`src/rtl/spi_mem_loader.sv`:
```
// Serial loader / readback port between the external master and the processor memories.
// Frames are sampled on the system clock: cmd bit, address MSB first, then write data.
module spi_mem_loader #(
    parameter int DATA_W = 8,
    parameter int ADDR_W = 4,
    parameter int NUM_CH = 2
) (
    input  logic                     clk,
    input  logic                     rst,
    input  logic [NUM_CH-1:0]        cs_n,
    input  logic                     mosi,
    output logic                     miso,
    input  logic                     lock,
    input  logic                     err_clr,
    output logic [ADDR_W-1:0]        mem_addr,
    output logic [DATA_W-1:0]        mem_wdata,
    output logic [NUM_CH-1:0]        mem_we,
    output logic [NUM_CH-1:0]        mem_re,
    input  logic [NUM_CH*DATA_W-1:0] mem_rdata,
    output logic                     busy,
    output logic                     frame_err
);

    localparam int FRAME_W = 1 + ADDR_W + DATA_W;
    localparam int CNT_W   = $clog2(FRAME_W + 2);
    localparam int AW1     = ADDR_W - 1;

    typedef enum logic [2:0] {
        ST_IDLE,
        ST_HDR,
        ST_WDATA,
        ST_RWAIT,
        ST_ROUT,
        ST_IGNORE
    } state_t;

    state_t            state_q;
    logic [NUM_CH-1:0] sel_q;
    logic              cmd_q;
    logic [CNT_W-1:0]  bit_cnt_q;
    logic [AW1-1:0]    addr_sh_q;
    logic [DATA_W-1:0] wd_sh_q;
    logic [DATA_W-1:0] tx_q;
    logic              miso_q;
    logic [ADDR_W-1:0] mem_addr_q;
    logic [DATA_W-1:0] mem_wdata_q;
    logic [NUM_CH-1:0] mem_we_q;
    logic [NUM_CH-1:0] mem_re_q;
    logic              frame_err_q;

    logic [NUM_CH-1:0] sel;
    logic              all_high;
    logic              one_low;
    logic              sel_changed;
    logic [CNT_W-1:0]  bit_cnt_d;
    logic [DATA_W-1:0] rdata_sel;

    assign sel         = ~cs_n;
    assign all_high    = &cs_n;
    assign one_low     = (sel != '0) && ((sel & (sel - NUM_CH'(1))) == '0);
    assign sel_changed = (sel != sel_q);
    // Saturate one past a full frame so an overlong write can never alias to a valid length.
    assign bit_cnt_d   = (bit_cnt_q == CNT_W'(FRAME_W + 1)) ? bit_cnt_q : bit_cnt_q + CNT_W'(1);

    always_comb begin
        rdata_sel = '0;
        for (int k = 0; k < NUM_CH; k++) begin
            if (sel_q[k]) rdata_sel = mem_rdata[k*DATA_W +: DATA_W];
        end
    end

    always_ff @(posedge clk or posedge rst) begin
        if (rst) begin
            state_q     <= ST_IDLE;
            sel_q       <= '0;
            cmd_q       <= 1'b0;
            bit_cnt_q   <= '0;
            addr_sh_q   <= '0;
            wd_sh_q     <= '0;
            tx_q        <= '0;
            miso_q      <= 1'b0;
            mem_addr_q  <= '0;
            mem_wdata_q <= '0;
            mem_we_q    <= '0;
            mem_re_q    <= '0;
            frame_err_q <= 1'b0;
        end else begin
            mem_we_q <= '0;
            mem_re_q <= '0;
            // NOTE: a later non-blocking assignment in this block overrides this clear,
            // which is how an error set beats a coincident err_clr.
            if (err_clr) frame_err_q <= 1'b0;

            unique case (state_q)
                ST_IDLE: begin
                    miso_q <= 1'b0;
                    if (!all_high) begin
                        if (one_low && !lock) begin
                            state_q   <= ST_HDR;
                            sel_q     <= sel;
                            cmd_q     <= mosi;
                            bit_cnt_q <= CNT_W'(1);
                        end else begin
                            state_q     <= ST_IGNORE;
                            frame_err_q <= 1'b1;
                        end
                    end
                end
                ST_HDR: begin
                    if (all_high) begin
                        state_q     <= ST_IDLE;
                        frame_err_q <= 1'b1;
                    end else if (sel_changed) begin
                        state_q     <= ST_IGNORE;
                        frame_err_q <= 1'b1;
                    end else begin
                        addr_sh_q <= AW1'({addr_sh_q, mosi});
                        bit_cnt_q <= bit_cnt_d;
                        if (bit_cnt_q == CNT_W'(ADDR_W)) begin
                            mem_addr_q <= {addr_sh_q, mosi};
                            if (cmd_q) begin
                                state_q <= ST_WDATA;
                            end else begin
                                state_q  <= ST_RWAIT;
                                mem_re_q <= sel_q;
                            end
                        end
                    end
                end
                ST_WDATA: begin
                    if (all_high) begin
                        state_q <= ST_IDLE;
                        if (bit_cnt_q == CNT_W'(FRAME_W)) begin
                            mem_we_q    <= sel_q;
                            mem_wdata_q <= wd_sh_q;
                        end else begin
                            frame_err_q <= 1'b1;
                        end
                    end else if (sel_changed) begin
                        state_q     <= ST_IGNORE;
                        frame_err_q <= 1'b1;
                    end else begin
                        wd_sh_q   <= {wd_sh_q[DATA_W-2:0], mosi};
                        bit_cnt_q <= bit_cnt_d;
                    end
                end
                ST_RWAIT: begin
                    if (all_high) begin
                        state_q <= ST_IDLE;
                    end else if (sel_changed) begin
                        state_q     <= ST_IGNORE;
                        frame_err_q <= 1'b1;
                    end else begin
                        state_q <= ST_ROUT;
                        miso_q  <= rdata_sel[DATA_W-1];
                        tx_q    <= rdata_sel << 1;
                    end
                end
                ST_ROUT: begin
                    if (all_high) begin
                        state_q <= ST_IDLE;
                        miso_q  <= 1'b0;
                    end else if (sel_changed) begin
                        state_q     <= ST_IGNORE;
                        miso_q      <= 1'b0;
                        frame_err_q <= 1'b1;
                    end else begin
                        // Zeros shift in behind the data, so miso idles low once the word is out.
                        miso_q <= tx_q[DATA_W-1];
                        tx_q   <= tx_q << 1;
                    end
                end
                ST_IGNORE: begin
                    if (all_high) state_q <= ST_IDLE;
                end
                default: state_q <= ST_IDLE;
            endcase
        end
    end

    assign miso      = miso_q;
    assign mem_addr  = mem_addr_q;
    assign mem_wdata = mem_wdata_q;
    assign mem_we    = mem_we_q;
    assign mem_re    = mem_re_q;
    assign frame_err = frame_err_q;
    assign busy      = (state_q != ST_IDLE);

endmodule

```
`config.mk`:
```
export PLATFORM = sky130hd
export DESIGN_NAME = spi_mem_loader
export DESIGN_NICKNAME = d
export VERILOG_FILES = /design/src/rtl/spi_mem_loader.sv
export SDC_FILE = /design/constraint.sdc
export NUM_CORES = 1
export LEC_CHECK = 0
export BUFFER_PORTS_ARGS = -buffer_cell sky130_fd_sc_hd__buf_4
export CAP_MARGIN = 10
export CELL_PAD_IN_SITES_DETAIL_PLACEMENT = 1
export CELL_PAD_IN_SITES_GLOBAL_PLACEMENT = 2
export CORE_MARGIN = 4
export CORE_UTILIZATION = 32
export DETAILED_ROUTE_END_ITERATION = 16
export PLACE_DENSITY = 0.85
export SETUP_SLACK_MARGIN = 0.4
export SLEW_MARGIN = 20
export SYNTH_ARGS = -nofsm -noshare
export SYNTH_HDL_FRONTEND = slang
export SYNTH_SLANG_ARGS = --single-unit
```
`constraint.sdc`:
```
create_clock -name clk -period 1.6 [get_ports clk]
set_input_delay 0.16 -clock clk [delete_from_list [all_inputs] [get_ports clk]]
set_output_delay 0.16 -clock clk [all_outputs]
set_load 0.005 [all_outputs]
```
==> impl_summary.log, run 1 <==
INFO  metric ys_ff_latch = 46
INFO  metric share_of_async_settable_or_async_resettable_flops_after_synthesis = 1.000
INFO  metric floorplan.die.width = approximately 93 um
INFO  metric total_routed_wirelength = ~7.2 mm
INFO  metric finish.utilization = 0.5250
INFO  metric crit_required = 1.85 ns
INFO  metric fin_setup_tns = -2.019 ns
INFO  metric chipHeight = 92.57 um
INFO  metric tritoncts = yes
INFO  metric finalWorstSetupSlack = -0.1980 ns
INFO  metric grt_max_degree = 23
INFO  metric synth_area = 2288 um2
INFO  metric category_of_the_worst_setup_path_capture_point = flip-flop
INFO  metric port-buffer-count = 41
INFO  metric final_period_minus_worst_setup_slack = between 1.5 and 2 ns
INFO  metric grt_first_pass_wirelength = between 10 and 15 mm
INFO  metric pwr-share-seq = 0.332
INFO  metric worst_hold_path_type = input port to flip-flop
INFO  metric grt_pass1_vias = between 2,000 and 2,500
INFO  metric rsz0062_at_grt = yes
INFO  metric fraction_of_the_yosys_area_taken_by_sequential_cells = 0.5030
INFO  metric avgRoutedWirePerCell = 18.41 um
INFO  metric max_freq = around 0.56 GHz
INFO  metric antenna_cells_inserted = 0
INFO  metric final.setup_skew = 0.009050 ns
INFO  metric pin_count = 42
INFO  metric via_count = 1,927
INFO  metric yosys_warnings = 0
INFO  metric cts_sinks = 46
INFO  metric antenna_violations_before_repair = 0
INFO  metric syn_avg_cell_area = 11.27 um2
INFO  metric final-setup-viol-count = 25
INFO  metric post-route-period-util = 1.124
INFO  metric final_layout_size_suffix_gt1_frac = 0.6128
INFO  metric gr-usage-all-layers = 0.1690
INFO  metric crit_type = flip-flop to flip-flop
INFO  metric transition_time_at_the_pin_with_the_least_slew_margin = 0.5164 ns
INFO  metric insertion_delay = between 0.3 and 0.4 ns
INFO  metric nFillCells = 741
INFO  metric mappedNetlistNets = ~230
INFO  metric std_cell_rows = 30
INFO  metric clk_pin_slew = 0.09 ns
INFO  metric cts.path.max_buffers = 2
INFO  metric power.static_leakage = roughly 1.7 nW
INFO  metric detail_route.drc_violations = 0
INFO  metric synth.lib_cells_used.distinct = just over 40
INFO  metric final_design_area_no_fill = 3606 um2
INFO  metric timing.slew.headroom = 0.6550
INFO  metric floorplan.initialDensity = 0.3332
INFO  metric internal_power = ~3.3 mW
INFO  metric detail_route.first_pass.iterations = 4
INFO  metric run_status = complete, but fails checks
INFO  metric power.combinational.fraction = 0.495
INFO  metric core = 6869 um2
INFO  metric switchingPower = between 1.5 and 2 mW
INFO  metric slew_violations = 0
INFO  metric post_synth_main_area_contributors = sky130_fd_sc_hd__dfrtp_1 (50%), sky130_fd_sc_hd__mux2_2 (11%), sky130_fd_sc_hd__mux2_4 (5.2%), sky130_fd_sc_hd__nor2_1 (3.4%), sky130_fd_sc_hd__a21oi_1 (3.3%)
INFO  metric cts-buffers-inserted = 5
INFO  metric cp-start-kind = flip-flop
INFO  metric post_synth_inst_count = 203
INFO  metric global_route.overflow_total = 0
INFO  metric number_of_enable_type_register_cells_in_the_synthesized_netlist = 0
INFO  metric clkPwrFrac = 0.173
INFO  metric ctsHtreeMaxLevel = 2
INFO  metric postSynth.topFlopCell = sky130_fd_sc_hd__dfrtp_1
INFO  metric num-nets-final = 324
INFO  metric post-synth-top-area-cell = sky130_fd_sc_hd__dfrtp_1
INFO  metric detailedRoute.firstIterationViolations = 105
INFO  metric final-hold-violation-count = 0
INFO  metric power.ir.vdd_worst = 653.9 uV
INFO  metric cap_viol_max_count = 0
INFO  metric critical_path_arrival = 2.04 ns
INFO  metric power.density_cell_area = 1439 nW/um2
INFO  metric failed_checks = negative setup slack
INFO  metric place.gp.congestion = 0.8228
INFO  metric final.hold.worst_slack = 0.08437 ns
INFO  metric totalPowerFinal = 5.190 mW
INFO  metric switching_share_of_power = 0.3716
INFO  metric synthToLayoutAreaGrowth = 57.57%
INFO  metric cts_root_buffer = sky130_fd_sc_hd__clkbuf_8
INFO  metric fp.dieArea = 8568 um2
INFO  metric share_of_the_synthesized_area_in_the_top_cell_type = 0.5030
INFO  metric critPathMaxFanout = 6
INFO  metric dp.final_hpwl = 4.553 mm
INFO  metric placement.cell_area = 3085 um2
INFO  metric route.detailed.vias_per_inst = 4.903
INFO  metric antenna_left = 0
-- worst max-delay path: stages (launching register included) --
cell and delay, ns:
sky130_fd_sc_hd__dfrtp_2 0.46, sky130_fd_sc_hd__xor2_4 0.20, sky130_fd_sc_hd__buf_4 0.16, sky130_fd_sc_hd__nand3_4 0.07, sky130_fd_sc_hd__buf_6 0.15, sky130_fd_sc_hd__or3_1 0.40
sky130_fd_sc_hd__a21oi_2 0.17, sky130_fd_sc_hd__a31o_2 0.12
-- cells by family (layout without fill, tap and decap cells) --
family	after synthesis	after routing	share of synthesized area
adders and majority gates	5	5	0.02734
DFF	46	46	0.5030
buffers and inverters	16	110	0.03061
muxes	30	30	0.1607
xor gates and xnor gates	3	3	0.01804
AOI/OAI and AO/OA	44	44	0.1285
and+or+nand+nor	59	59	0.1318
-- sequential cells by signal, indices dropped and copies added (netlist names), 3 cells and up --
signal and count:
addr_sh_q 3, bit_cnt_q 4, mem_addr 4, mem_wdata 8, state_q 3, tx_q 7, wd_sh_q 8
-- layout by cell type (no fill, tap or decap), types with 6 or more instances in the layout --
| cell | netlist | layout |
|---|---|---|
| sky130_fd_sc_hd__a21oi_1 | 15 | 12 |
| sky130_fd_sc_hd__a22oi_1 | 8 | 8 |
| sky130_fd_sc_hd__mux2_2 | 22 | 11 |
| sky130_fd_sc_hd__dfrtp_1 | 46 | 41 |
| sky130_fd_sc_hd__buf_6 | 1 | 20 |
| sky130_fd_sc_hd__o21ai_1 | 1 | 6 |
| sky130_fd_sc_hd__nand2_1 | 10 | 6 |
| sky130_fd_sc_hd__mux2_4 | 8 | 19 |
| sky130_fd_sc_hd__nor2_4 | 0 | 7 |
| sky130_fd_sc_hd__nor2_1 | 21 | 12 |
| sky130_fd_sc_hd__buf_4 | 0 | 68 |
| sky130_fd_sc_hd__inv_1 | 9 | 6 |
-- per-stage QoR --
stage | cells | worst slack, ns
finish | 393 | -0.1980
global route | 393 | -0.2204
CTS | 387 | -0.05254
detailed placement | 366 | -0.08177
global placement | 366 | -0.03040
floorplan | 203 | -0.007182
-- synth_stat cells, drive strengths merged, types with 2 or more instances --
cell type,number
nand2b,4
or2,3
nand3,7
and3,3
a22oi,8
mux2,30
nor4,2
nor2b,3
or3,2
xor2,3
o21ai,10
ha,5
clkbuf,3
nor2,21
o22a,2
a21oi,15
nand2,11
buf,4
inv,9
dfrtp,46
-- power groups by stage --
stage,combinational [mW],sequential [mW],clock [mW]
finish,2.57,1.72,0.899
global placement,1.83,1.68,0
global route,2.77,1.77,0.981
CTS,2.31,1.70,0.911
floorplan,1.24,1.63,0
detailed placement,1.89,1.70,0
-- layer usage --
layer / GRT usage / share of wire
met5: 0 / 0
met4: 0.04703 / 0.014
met3: 0.04143 / 0.036
met2: 0.2876 / 0.53
met1: 0.2128 / 0.42
-- final timing paths --
check	from	to	slack [ns]	cells after the start
max	sel_q[1]	bit_cnt_q[2]	-0.20	7
min	cs_n[0]	sel_q[0]	0.08	2
max reg2reg	sel_q[1]	bit_cnt_q[2]	-0.20	7
min reg2reg	mem_wdata[2]	mem_wdata[2]	0.52	1
max in group asynchronous	rst	state_q[1]	0.66	4
min in group asynchronous	rst	wd_sh_q[6]	0.44	3
-- area by class of cell --
type | instances | area (um2) | share of cell area
clock inverter | 3 | 43.79 | 0.01214
clock buffer | 5 | 68.82 | 0.01908
multi-input combinational | 141 | 1353 | 0.3751
tap | 96 | 120.1 | 0.03331
inverter | 9 | 37.54 | 0.01041
timing repair buffer | 93 | 825.8 | 0.2290
sequential | 46 | 1157 | 0.3210
-- timing repair --
action                                  in CTS  in global routing
endpoints found under the setup margin      47                 47
hold buffers                                 1                  0
pin swaps                                   20                 11
gates resized for setup                     48                 20
setup buffers                               12                  6
cloned                                       0                  0
endpoints found under the hold margin       20                  0
(Power assumes the default switching activity.)
==> run 2, diff against run 1 <==
--- a/config.mk
+++ b/config.mk
@@ -12,6 +12,7 @@
 export CORE_MARGIN = 4
 export CORE_UTILIZATION = 32
 export DETAILED_ROUTE_END_ITERATION = 16
+export GPL_TIMING_DRIVEN = 0
 export PLACE_DENSITY = 0.85
 export SETUP_SLACK_MARGIN = 0.4
 export SLEW_MARGIN = 20
==> constraint.sdc (replaced) <==
create_clock -name clk -period 1.4 [get_ports clk]
set_input_delay 0.14 -clock clk [delete_from_list [all_inputs] [get_ports clk]]
set_output_delay 0.14 -clock clk [all_outputs]
set_load 0.005 [all_outputs]
==> impl_summary.log, run 2 (synthesized netlist as in run 1, its figures left out) <==
INFO  metric final_period_minus_worst_setup_slack = 1.685 ns (was 1.798 ns)
INFO  metric power.static_leakage = 1.686 nW (was 1.705 nW)
INFO  metric chipHeight = 92.57 um (unchanged)
INFO  metric final_design_area_no_fill = 3585 um2 (was 3606 um2)
INFO  metric global_route.overflow_total = 0 (unchanged)
INFO  metric worst-r2r-setup-slack = -0.29 ns (was -0.20 ns)
INFO  metric worst_r2r_startpoint = sel_q[1] (unchanged)
INFO  metric grt_max_degree = 47 (was 23)
INFO  metric worst_hold_path_type = input port to flip-flop (unchanged)
INFO  metric cts.path.max_buffers = 2 (unchanged)
INFO  metric final-hold-violation-count = 0 (unchanged)
INFO  metric clk_pin_slew = 0.09 ns (about the same)
INFO  metric critPathMaxFanout = 3 (was 6)
INFO  metric min_to = sel_q[1] (was sel_q[0])
INFO  metric synthToLayoutAreaGrowth = 56.64% (was 57.57%)
INFO  metric timing.slew.headroom = 0.7310 (was 0.6550)
INFO  metric placement.cell_area = 2809 um2 (was 3085 um2)
INFO  metric crit_type = flip-flop to flip-flop (unchanged)
INFO  metric core = 6869 um2 (unchanged)
INFO  metric cap_viol_max_count = 0 (unchanged)
INFO  metric nFillCells = 740 (was 741)
INFO  metric place.gp.congestion = 0.7742 (was 0.8228)
INFO  metric floorplan.die.width = 92.57 um (unchanged)
INFO  metric cts-buffers-inserted = 5 (unchanged)
INFO  metric port-buffer-count = 41 (unchanged)
INFO  metric failed_checks = negative setup slack (unchanged)
INFO  metric cts_root_buffer = sky130_fd_sc_hd__clkbuf_8 (unchanged)
INFO  metric crit_required = 1.61 ns (was 1.85 ns)
INFO  metric commonest_non_fill_non_tap_cells_in_the_layout = sky130_fd_sc_hd__buf_4 (51), sky130_fd_sc_hd__dfrtp_1 (42), sky130_fd_sc_hd__buf_6 (29) (was sky130_fd_sc_hd__buf_4 (68), sky130_fd_sc_hd__dfrtp_1 (41), sky130_fd_sc_hd__buf_6 (20))
INFO  metric dpl_worst_slack = -0.8647 ns (was -0.08177 ns)
INFO  metric critical_path_arrival = 1.90 ns (was 2.04 ns)
INFO  metric total_routed_wirelength = 6.965 mm (was 7.234 mm)
INFO  metric seq_area = 1156 um2 (was 1157 um2)
INFO  metric detailedRoute.firstIterationViolations = 84 (was 105)
INFO  metric antenna_violations_before_repair = 0 (unchanged)
INFO  metric final_layout_size_suffix_gt1_frac = 0.5966 (was 0.6128)
INFO  metric crit_buf_inv = 3 (was 2)
INFO  metric final.setup_skew = 0.01008 ns (was 0.009050 ns)
INFO  metric finalWorstSetupSlack = -0.2853 ns (was -0.1980 ns)
INFO  metric floorplan.initialDensity = 0.3332 (unchanged)
INFO  metric fp.dieArea = 8568 um2 (unchanged)
INFO  metric num-nets-final = 317 (was 324)
INFO  metric worst_path_most_repeated_cell = sky130_fd_sc_hd__a21oi_1
INFO  metric final-setup-viol-count = 42 (was 25)
INFO  metric ctsHtreeMaxLevel = 2 (unchanged)
INFO  metric r2r-end = tx_q[6] (was bit_cnt_q[2])
INFO  metric insertion_delay = 0.32 ns (was 0.31 ns)
INFO  metric transition_time_at_the_pin_with_the_least_slew_margin = 0.4026 ns (was 0.5164 ns)
INFO  metric avgRoutedWirePerCell = 18.04 um (was 18.41 um)
INFO  metric via_count = 1,892 (was 1,927)
INFO  metric pin_count = 42 (unchanged)
INFO  metric mostFrequentLayoutCell = sky130_fd_sc_hd__buf_4 (unchanged)
INFO  metric detail_route.first_pass.iterations = 4 (unchanged)
INFO  metric power.ir.vdd_worst = 803.3 uV (was 653.9 uV)
INFO  metric route.detailed.vias_per_inst = 4.902 (was 4.903)
INFO  metric fin_setup_tns = -7.871 ns (was -2.019 ns)
INFO  metric post-route-period-util = 1.204 (was 1.124)
INFO  metric crit_chain = buf_4 -> buf_6 -> inv_1 -> and3_2 -> a21oi_1 -> a21oi_1 -> mux2_4 (was xor2_4 -> buf_4 -> nand3_4 -> buf_6 -> or3_1 -> a21oi_2 -> a31o_2)
INFO  metric std_cell_rows = 30 (unchanged)
INFO  metric critical_path.slowest_cell = sky130_fd_sc_hd__dfrtp_2 (unchanged)
INFO  metric detail_route.drc_violations = 0 (unchanged)
INFO  metric worst_hold_startpoint = cs_n[1] (was cs_n[0])
INFO  metric antenna_left = 0 (unchanged)
INFO  metric power.density_cell_area = 1658 nW/um2 (was 1439 nW/um2)
INFO  metric r2r.worst_path.cells = 7 (unchanged)
INFO  metric gr-usage-all-layers = 0.1669 (was 0.1690)
INFO  metric totalPowerFinal = 5.942 mW (was 5.190 mW)
INFO  metric cp-start-kind = flip-flop (unchanged)
INFO  metric grt_pass1_vias = 2,128 (was 2,076)
INFO  metric finish.utilization = 0.5219 (was 0.5250)
INFO  metric run_status = complete, but fails checks (unchanged)
INFO  metric timing.hold.worst_path_depth = 2 (unchanged)
INFO  metric multi_input_logic_area = 1359 um2 (was 1353 um2)
INFO  metric cts_sinks = 46 (unchanged)
INFO  metric grt_first_pass_wirelength = 11.23 mm (was 11.18 mm)
INFO  metric category_of_the_worst_setup_path_capture_point = flip-flop (unchanged)
INFO  metric antenna_cells_inserted = 0 (unchanged)
INFO  metric max_freq = 0.5934 GHz (was 0.5562 GHz)
INFO  metric dp.final_hpwl = 4.113 mm (was 4.553 mm)
INFO  metric critPathMaxStageDelay = 0.43 ns (was 0.46 ns)
INFO  metric tritoncts = yes (unchanged)
INFO  metric cp_top_family = flip-flops (was simple AND/OR/NAND/NOR gates)
INFO  metric slew_violations = 0 (unchanged)
INFO  metric rsz0062_at_grt = yes (unchanged)
run 2: cell types whose count changed in the layout (fill, tap and decap cells not counted), sizes merged:
| cell | before | now |
|---|---|---|
| clkbuf | 5 | 8 |
| buf | 92 | 82 |
run 2: layer usage:
layer,wire length [um],vias to the layer above,GRT usage
met3,271,9,0.02924
met1,2971,951,0.2027
met5,0,-,0
li1,-,891,-
met4,114,0,0.06312
met2,3608,41,0.2937
run 2: layout make-up:
cell class | count | area share
Multi-Input combinational cell | 141 | 0.3791
Sequential cell | 46 | 0.3225
Timing Repair Buffer | 79 | 0.1969
Tap cell | 96 | 0.03351
Buffer | 7 | 0.02548
Clock buffer | 5 | 0.01920
Clock inverter | 3 | 0.01222
Inverter | 9 | 0.01117
run 2: where the power goes:
group	leakage, nW	switching, mW	internal, mW	total, mW
Combinational	1.02	1.40	1.56	2.96
Sequential	0.607	0.281	1.64	1.92
Clock	0.0585	0.523	0.536	1.06
Total	1.69	2.20	3.74	5.94
run 2: how the worst max path moves through the flow:
stage	slack [ns]	cells past startpoint	startpoint	end
final	-0.29	7	sel_q[1]	tx_q[6]
after global routing	-0.34	5	sel_q[1]	tx_q[7]
after CTS	-0.27	6	sel_q[0]	bit_cnt_q[2]
after detailed placement	-0.86	6	cs_n[0]	mem_wdata[6]
after global placement	-0.80	6	cs_n[0]	mem_wdata[1]
after floorplan	-0.20	7	cs_n[0]	wd_sh_q[0]
run 2: through the flow:
step	cells	hold slack, ns
5_1_grt	386	0.04341
4_1_cts	374	0.05353
3_5_place_dp	340	0.3840
6_report	386	0.04295
2_1_floorplan	203	0.1569
3_3_place_gp	340	0.3842
run 2: what timing repair did:
| action | in CTS | in global routing |
|---|---|---|
| pin swaps | 25 | 11 |
| gates cloned | 0 | 0 |
| hold buffers | 0 | 1 |
| resized for setup | 65 | 26 |
| setup endpoints to repair | 48 | 62 |
| endpoints found under the hold margin | 0 | 13 |
| setup buffers | 26 | 10 |
